==> config.mk <==
export PLATFORM = sky130hd
export DESIGN_NAME = logic_unit_pipe
export DESIGN_NICKNAME = d
export VERILOG_FILES = /design/src/rtl/logic_unit_pkg.sv /design/src/rtl/logic_unit_core.sv /design/src/rtl/logic_unit_pipe.sv
export SDC_FILE = /design/constraint.sdc
export NUM_CORES = 1
export LEC_CHECK = 0
export CORE_AREA = 8 8 60 62
export DETAILED_ROUTE_END_ITERATION = 6
export DIE_AREA = 0 0 68 70
export GPL_TIMING_DRIVEN = 0
export PLACE_DENSITY = 0.82
export SLEW_MARGIN = 20
export SYNTH_ARGS = -nofsm -noshare
export SYNTH_HDL_FRONTEND = slang
export SYNTH_SLANG_ARGS = --single-unit
==> constraint.sdc <==
create_clock -name clk -period 3.3 [get_ports clk]
set_clock_uncertainty 0.15 [all_clocks]
set_input_delay 0.66 -clock clk [delete_from_list [all_inputs] [get_ports clk]]
set_output_delay 0.66 -clock clk [all_outputs]
set_load 0.02 [all_outputs]
==> src/rtl/logic_unit_pkg.sv <==
// -----------------------------------------------------------------------------
// logic_unit_pkg
// Shared definitions for the logic unit: the 3-bit opcode type and its eight
// operation codes. Imported by logic_unit_core and logic_unit_pipe.
// -----------------------------------------------------------------------------
package logic_unit_pkg;

  localparam int unsigned OP_WIDTH = 3;

  // Every 3-bit code maps to an operation, so no code is left undefined.
  typedef enum logic [OP_WIDTH-1:0] {
    OP_NOT  = 3'd0,  // ~A
    OP_AND  = 3'd1,  // A & B
    OP_NAND = 3'd2,  // ~(A & B)
    OP_OR   = 3'd3,  // A | B
    OP_NOR  = 3'd4,  // ~(A | B)
    OP_XOR  = 3'd5,  // A ^ B
    OP_XNOR = 3'd6,  // ~(A ^ B)
    OP_PASS = 3'd7   // A
  } op_t;

endpackage : logic_unit_pkg

==> src/rtl/logic_unit_core.sv <==
// -----------------------------------------------------------------------------
// logic_unit_core
// Purely combinational bitwise datapath.
// Ports:
//   a      in   DATA_WIDTH  effective operand A
//   b      in   DATA_WIDTH  operand B
//   op     in   3           operation select (op_t encoding)
//   result out  DATA_WIDTH  bitwise result
// -----------------------------------------------------------------------------
module logic_unit_core
  import logic_unit_pkg::*;
#(
  parameter int unsigned DATA_WIDTH = 4
) (
  input  logic [DATA_WIDTH-1:0] a,
  input  logic [DATA_WIDTH-1:0] b,
  input  logic [OP_WIDTH-1:0]   op,
  output logic [DATA_WIDTH-1:0] result
);

  always_comb begin
    // NOTE: assign a default before the case so no path leaves result unassigned (no latch).
    result = '0;
    unique case (op_t'(op))
      OP_NOT:  result = ~a;
      OP_AND:  result = a & b;
      OP_NAND: result = ~(a & b);
      OP_OR:   result = a | b;
      OP_NOR:  result = ~(a | b);
      OP_XOR:  result = a ^ b;
      OP_XNOR: result = ~(a ^ b);
      OP_PASS: result = a;
      default: result = '0;
    endcase
  end

endmodule : logic_unit_core

==> src/rtl/logic_unit_pipe.sv <==
// -----------------------------------------------------------------------------
// logic_unit_pipe
// Single-stage valid/ready pipeline around logic_unit_core. Holds the output
// register (result, zero flag, parity), an accumulator that captures every
// accepted result, and a wrapping count of accepted transactions.
// Ports:
//   clk            in   1           clock, rising edge
//   rst            in   1           synchronous active-high reset
//   in_valid       in   1           upstream offers a transaction
//   in_ready       out  1           transaction accepted this cycle if in_valid
//   a_in, b_in     in   DATA_WIDTH  operands
//   op_in          in   3           operation select
//   acc_sel_in     in   1           1 = accumulator replaces a_in as operand A
//   out_valid      out  1           output register holds a result
//   out_ready      in   1           downstream takes the result
//   result_out     out  DATA_WIDTH  registered result
//   zero_out       out  1           registered result == 0
//   parity_out     out  1           registered XOR-reduce of result
//   txn_count_out  out  CNT_WIDTH   accepted-transaction count (wraps)
// -----------------------------------------------------------------------------
module logic_unit_pipe
  import logic_unit_pkg::*;
#(
  parameter int unsigned DATA_WIDTH = 4,
  parameter int unsigned CNT_WIDTH  = 8
) (
  input  logic                  clk,
  input  logic                  rst,
  input  logic                  in_valid,
  output logic                  in_ready,
  input  logic [DATA_WIDTH-1:0] a_in,
  input  logic [DATA_WIDTH-1:0] b_in,
  input  logic [OP_WIDTH-1:0]   op_in,
  input  logic                  acc_sel_in,
  output logic                  out_valid,
  input  logic                  out_ready,
  output logic [DATA_WIDTH-1:0] result_out,
  output logic                  zero_out,
  output logic                  parity_out,
  output logic [CNT_WIDTH-1:0]  txn_count_out
);

  logic [DATA_WIDTH-1:0] acc_q;
  logic [DATA_WIDTH-1:0] eff_a;
  logic [DATA_WIDTH-1:0] core_result;
  logic                  accept;

  // The output stage can take a new result when empty or being drained this
  // cycle, so continuous flow runs without bubbles.
  assign in_ready = !out_valid || out_ready;
  assign accept   = in_valid && in_ready;

  // The accumulator register is updated on the same edge as the accept, so a
  // back-to-back accept already sees the previous result here.
  assign eff_a = acc_sel_in ? acc_q : a_in;

  logic_unit_core #(
    .DATA_WIDTH (DATA_WIDTH)
  ) u_core (
    .a      (eff_a),
    .b      (b_in),
    .op     (op_in),
    .result (core_result)
  );

  always_ff @(posedge clk) begin
    // NOTE: sequential state uses non-blocking assignments so every register samples pre-edge values.
    if (rst) begin
      out_valid     <= 1'b0;
      result_out    <= '0;
      zero_out      <= 1'b1;   // consistent with the cleared result
      parity_out    <= 1'b0;
      acc_q         <= '0;
      txn_count_out <= '0;
    end else if (accept) begin
      // Accept covers the simultaneous drain-and-load case: out_valid stays 1.
      out_valid     <= 1'b1;
      result_out    <= core_result;
      zero_out      <= ~|core_result;
      parity_out    <= ^core_result;
      acc_q         <= core_result;
      txn_count_out <= txn_count_out + CNT_WIDTH'(1);
    end else if (out_valid && out_ready) begin
      // Drain with no replacement; the stale result may stay in the register.
      out_valid <= 1'b0;
    end
  end

endmodule : logic_unit_pipe

Word level (Yosys, flattened, before mapping)

Cells that the tools add are included.

Register bits: 15
Output and inout bits: 16
Logic and storage cells: 33
Memory bits (writable): 0
Memories: 0
Input port bits: 16
Latch bits: 0
Bits in read-only memories: 0

Bitwise logic cells: 7
$lt $le $gt $ge: 0
Equality and inequality tests: 7
Div/mod/pow operators: 0
Mux-type cells: 4
$mul: 0
Reductions and logical operators: 9
$add $sub $neg: 1
Shifts and indexed selects: 0

Operators by type and width:

| operator                                       | count |
|---|---|
| case mux 4 bit (8 select lines)                | 1 |
| NOT 4 bit                                      | 4 |
| == test 3 bit (second input constant)          | 4 |
| adder 8 x 1 -> 8 bit (second input constant)   | 1 |
| == test 3 x 2 -> 1 bit (second input constant) | 2 |
| bitwise AND 4 bit                              | 1 |
| two-way mux 4 bit                              | 1 |
| bitwise OR 4 bit                               | 1 |
| OR reduction 4 bit                             | 1 |
| parity 4 bit                                   | 1 |
| bitwise XOR 4 bit                              | 1 |
| == test 3 x 1 -> 1 bit (second input constant) | 1 |
| zero test 3 bit                                | 1 |
| logical AND 1 bit                              | 2 |
| zero test 1 bit                                | 2 |
| two-way mux 1 bit                              | 2 |
| nonzero test 2 bit                             | 1 |
| logical OR 1 bit                               | 1 |

Depth between registers and ports, before layout

Depth after elaboration: 6
Depth in mapped cells: 11
Depth with buffers taken out: 10

By module

Synthesis repeated with hierarchy kept, for this count alone.

Cell total of the unflattened synthesis: 148
Area total of the unflattened synthesis: 1,212.4 um^2

Modules (own cells, without submodules):

| module          | area each (um^2) | cells each | seq. area each (um^2) | times used |
|---|---|---|---|---|
| logic_unit_pipe | 780.7            | 88         | 300.3                 | 1 |
| logic_unit_core | 431.7            | 60         | 0.0                   | 1 |

Least setup slack after synthesis

Ideal clock, no wire load.

Kind: input to register
Start point: in acc_sel_in
End point: reg parity_out
Cell stages on the path: 11
Arrival: 2.600 ns
Path buffers: 1
Library setup time: 0.086 ns
Path slack: 0.464 ns
Data required time: 3.064 ns
Path through: buf_6 > mux2i_1 > inv_1 > ha_1 > or4b_1 > o31ai_1 > a211o_1 > nand2_1 > ha_1 > xnor2_1 > a211oi_1

Longest elaborated chain between the ends: 5
Elaborated cells on any way between the ends: 10
Classes of those cells: mux: 2; bitwise: 7; reduce/logical: 1

Ends and longest elaborated chain:

| item                                      | RTL line                                                            | source |
|---|---|---|
| from (decl)                               | logic_unit_pipe.sv:34                                               | `input logic acc_sel_in,` |
| two-way mux 4 bit *                       | logic_unit_pipe.sv:55                                               | `assign eff_a = acc_sel_in ? acc_q : a_in;` |
| bitwise XOR 4 bit (tied with other cells) | logic_unit_core.sv:30, logic_unit_core.sv:31                        |  |
| NOT 4 bit, on equally long branches       | logic_unit_core.sv:31, logic_unit_core.sv:27, logic_unit_core.sv:29 |  |
| case mux 4 bit (8 select lines) *         | logic_unit_core.sv:24                                               | `unique case (op_t'(op))` |
| parity 4 bit *                            | logic_unit_pipe.sv:80                                               | `parity_out <= ^core_result;` |
| to (signal assigned)                      | logic_unit_pipe.sv:80                                               |  |
| to (decl)                                 | logic_unit_pipe.sv:39                                               | `output logic parity_out,` |

Mark *: on every way between the ends. The rest lies on a longest branch, timed or not.
A chain may end at the register's enable or synchronous reset.

Final worst setup path

Start point: in a_in[0]
End point: reg parity_out

Longest elaborated chain between the ends: 5
Elaborated cells on any way between the ends: 10
Classes of those cells: mux: 2; bitwise: 7; reduce/logical: 1

Ends and longest elaborated chain:

| item                                      | RTL line                                                            | source |
|---|---|---|
| from (decl)                               | logic_unit_pipe.sv:31                                               | `input logic [DATA_WIDTH-1:0] a_in,` |
| two-way mux 4 bit *                       | logic_unit_pipe.sv:55                                               |  |
| bitwise XOR 4 bit (tied with other cells) | logic_unit_core.sv:30, logic_unit_core.sv:31                        |  |
| NOT 4 bit, on equally long branches       | logic_unit_core.sv:31, logic_unit_core.sv:27, logic_unit_core.sv:29 |  |
| case mux 4 bit (8 select lines) *         | logic_unit_core.sv:24                                               |  |
| parity 4 bit *                            | logic_unit_pipe.sv:80                                               |  |

Marks and branches as above.

==> flow_summary.toml <==
[run_status]
outcome = "complete, no violations"

[clock_tree]
numClockSinks = 15
clkTransAtPathRegs_ns = 0.08
cts_hold_buf = 0
clockRootBuffer = "clkbuf_4"
numCtsBuffers = 3
htreeDepth = 1
cts_resized = 0
clk_latency_ns = 0.29
tritoncts = "built"
post_cts_buffers = 0
clk_path_buf_depth = 2

[floorplan]
num_io_pins = 32
die_height_um = 70
die_area_mm2 = 0.00476
rows = 19
die_x_um = 68
coreArea_mm2 = 0.00266
start_util = 0.469

[synthesis]
synth_nets = 184
synth_top_area_frac = 0.240
synth-async-reset-ratio = 0
synth_warnings = 0
synth_area_mm2 = 0.00125
synth_area_per_cell_um2 = 7.96
synthTopCellsByArea = "dfxtp_1, ha_1, nor2_1"
yosysUniqueCellTypes = 44
seq_area_frac_synth = 0.240
synth_edf_count = 0
syn_inst = 157
synth_area_leader_cell = "dfxtp_1"
ys_ff_latch = 15
ys.flop_type = "dfxtp_1"

[power_and_ir_drop]
clkPwrFrac = 0.215
swShare = 0.336
p_int_uw = 329
power_frac_seq = 0.407
power_density_mw_per_mm2 = 311
switchingPower_uw = 166
total_power_uw = 495
pwr-share-comb = 0.378
vdd.ir_drop.worst_v = 0.000311
leakagePower_uw = 0.000672

[setup_path]
cp_max_fo = 3
r2r_slack_ns = 0.69
startpoint_type = "primary input"
worstPathRequired_ns = 3.34
critPathMaxStageDelay_ns = 0.46
cp_cell_sequence = "clkdlybuf4s50_1 -> mux2i_1 -> inv_1 -> ha_1 -> or4b_1 -> o31ai_1 -> a211o_1 -> nand2_1 -> ha_1 -> xnor2_1 -> a211oi_1"
rr_worst_depth = 10
rr_endpoint = "parity_out$_SDFFE_PP0P_"
cp-end-kind = "register"
crit_path_top_delay_cell = "or4b_1"
timing.rr.start = "acc_q[0]$_SDFFE_PP0P_"
critPathTopFamily = "buffers and inverters"
arrival_ns = 3.09
path_buf_inv = 2
path_class = "in2reg"
crit_path_frequent_cell = "ha_1"

[sta]
slew_headroom = 0.670
rsz0062_at_grt = "false"
hold_violations = 0
slew_violations = 0
post-route-period-util = 0.923
post-route-min-period_ns = 3.05
fin_setup_tns_ns = 0
worstMarginPinSlew_ns = 0.495
setup_viol = 0
fmax_mhz = 328
worst_slack_ns = 0.253

[grt]
grt_pass1_wl_um = 5360
antenna_found_initial = 0
grt_use_total = 0.141
grt_pass1_vias = 1233
grt_max_degree = 11
grt.overflow.total = 0

[final_layout]
fill_cells = 263
nets = 217
fin_util = 0.599
stdcell_area_mm2 = 0.00160
diodes = 0
area_delta_synth_final_pct = 27.6
regArea_um2 = 300
final_layout_size_suffix_gt1_frac = 0.106
multi_input_area_um2 = 856

[min_path]
min_to = "zero_out$_SDFFE_PP1P_"
hold_path_class = "reg2reg"
hold-path-cell-count = 1
hp-start = "zero_out$_SDFFE_PP1P_"

[place]
dp_slack_ns = -0.0242
io_buffers = 28
dpl_cell_area_mm2 = 0.00157
gp_congestion = 0.892
hpwl_um = 2620

[detailed_routing]
dr_total_vias = 1250
dr.pass1.iters = 4
routed_wl_um = 3240
viasPerCell = 5.68
antenna_left = 0
first_iter_violations = 51
routedWlPerCell_um = 14.7
drc = 0

[run]
max_cap_violations = 0
[state kept, by name, indices dropped and copies added, names as in the netlist]
register	count
txn_count_out	8
acc_q	4
out_valid	1
parity_out	1
zero_out	1
[worst max-delay path by stage]
stage | end | cells past startpoint | startpoint
5_1_grt | parity_out$_SDFFE_PP0P_ | 11 | a_in[0]
3_3_place_gp | parity_out$_SDFFE_PP0P_ | 11 | a_in[0]
3_5_place_dp | parity_out$_SDFFE_PP0P_ | 11 | a_in[0]
2_1_floorplan | parity_out$_SDFFE_PP0P_ | 11 | acc_sel_in
6_report | parity_out$_SDFFE_PP0P_ | 11 | a_in[0]
4_1_cts | parity_out$_SDFFE_PP0P_ | 11 | a_in[0]
[cells in the mapped netlist, types with 2 or more instances]
master	n
a211o_1	2
a211oi_1	4
a21oi_1	9
a32oi_1	2
and2_1	4
and3_1	3
buf_2	3
buf_4	2
clkbuf_1	2
dfxtp_1	15
ha_1	11
inv_1	8
inv_2	4
mux2i_1	2
nand2_1	13
nand2b_1	8
nand3_1	6
nand4_1	3
nor2_1	16
nor2b_1	6
nor3_2	2
nor3b_1	2
o21ai_0	2
o22ai_1	2
o31ai_1	2
or3_1	2
xnor2_1	3
xor2_1	3
[power by group through the flow]
stage          clock, uW  sequential [uW]  combinational [uW]
5_1_grt              117              203                 204
2_1_floorplan          0              219                 107
6_report             106              202                 187
4_1_cts              109              202                 188
3_5_place_dp           0              206                 187
3_3_place_gp           0              206                 179
[layout by cell type, fill, tap and decap left out, drive strengths merged, types with 8 or more instances in the layout]
cell type and count:
ha 11, nor2 16, nand2b 8, nand2 13, inv 12, clkdlybuf4s50 28
a21oi 9, dfxtp 15
[layer usage]
metal,track usage,share of wire,vias to the layer above
met4,0.0638,0.026,0
met5,0,0,-
li1,-,-,622
met2,0.232,0.50,43
met3,0.0447,0.065,9
met1,0.158,0.41,576
[final cells by class]
type,instances,share of cell area
repair buffers,28,0.176
well taps,31,0.0243
inverters,12,0.0282
flip-flops and latches,15,0.188
clock buffers,4,0.0165
multi-input cells,122,0.536
plain buffers,8,0.0306
[through the flow]
| stage | hold WS (ns) | instances |
|---|---|---|
| 4_1_cts | 0.327 | 220 |
| 3_5_place_dp | 0.302 | 216 |
| 6_report | 0.320 | 220 |
| 5_1_grt | 0.360 | 220 |
| 3_3_place_gp | 0.300 | 216 |
| 2_1_floorplan | 0.407 | 157 |
[kinds of logic after synthesis]
kind of cell | share of synthesized area
flops | 0.240
mux | 0.0541
simple gates | 0.296
compound gates | 0.182
buf+inv | 0.0751
xor+xnor | 0.0420
fa+ha+maj | 0.110
Power figures use the tool's default switching activity.
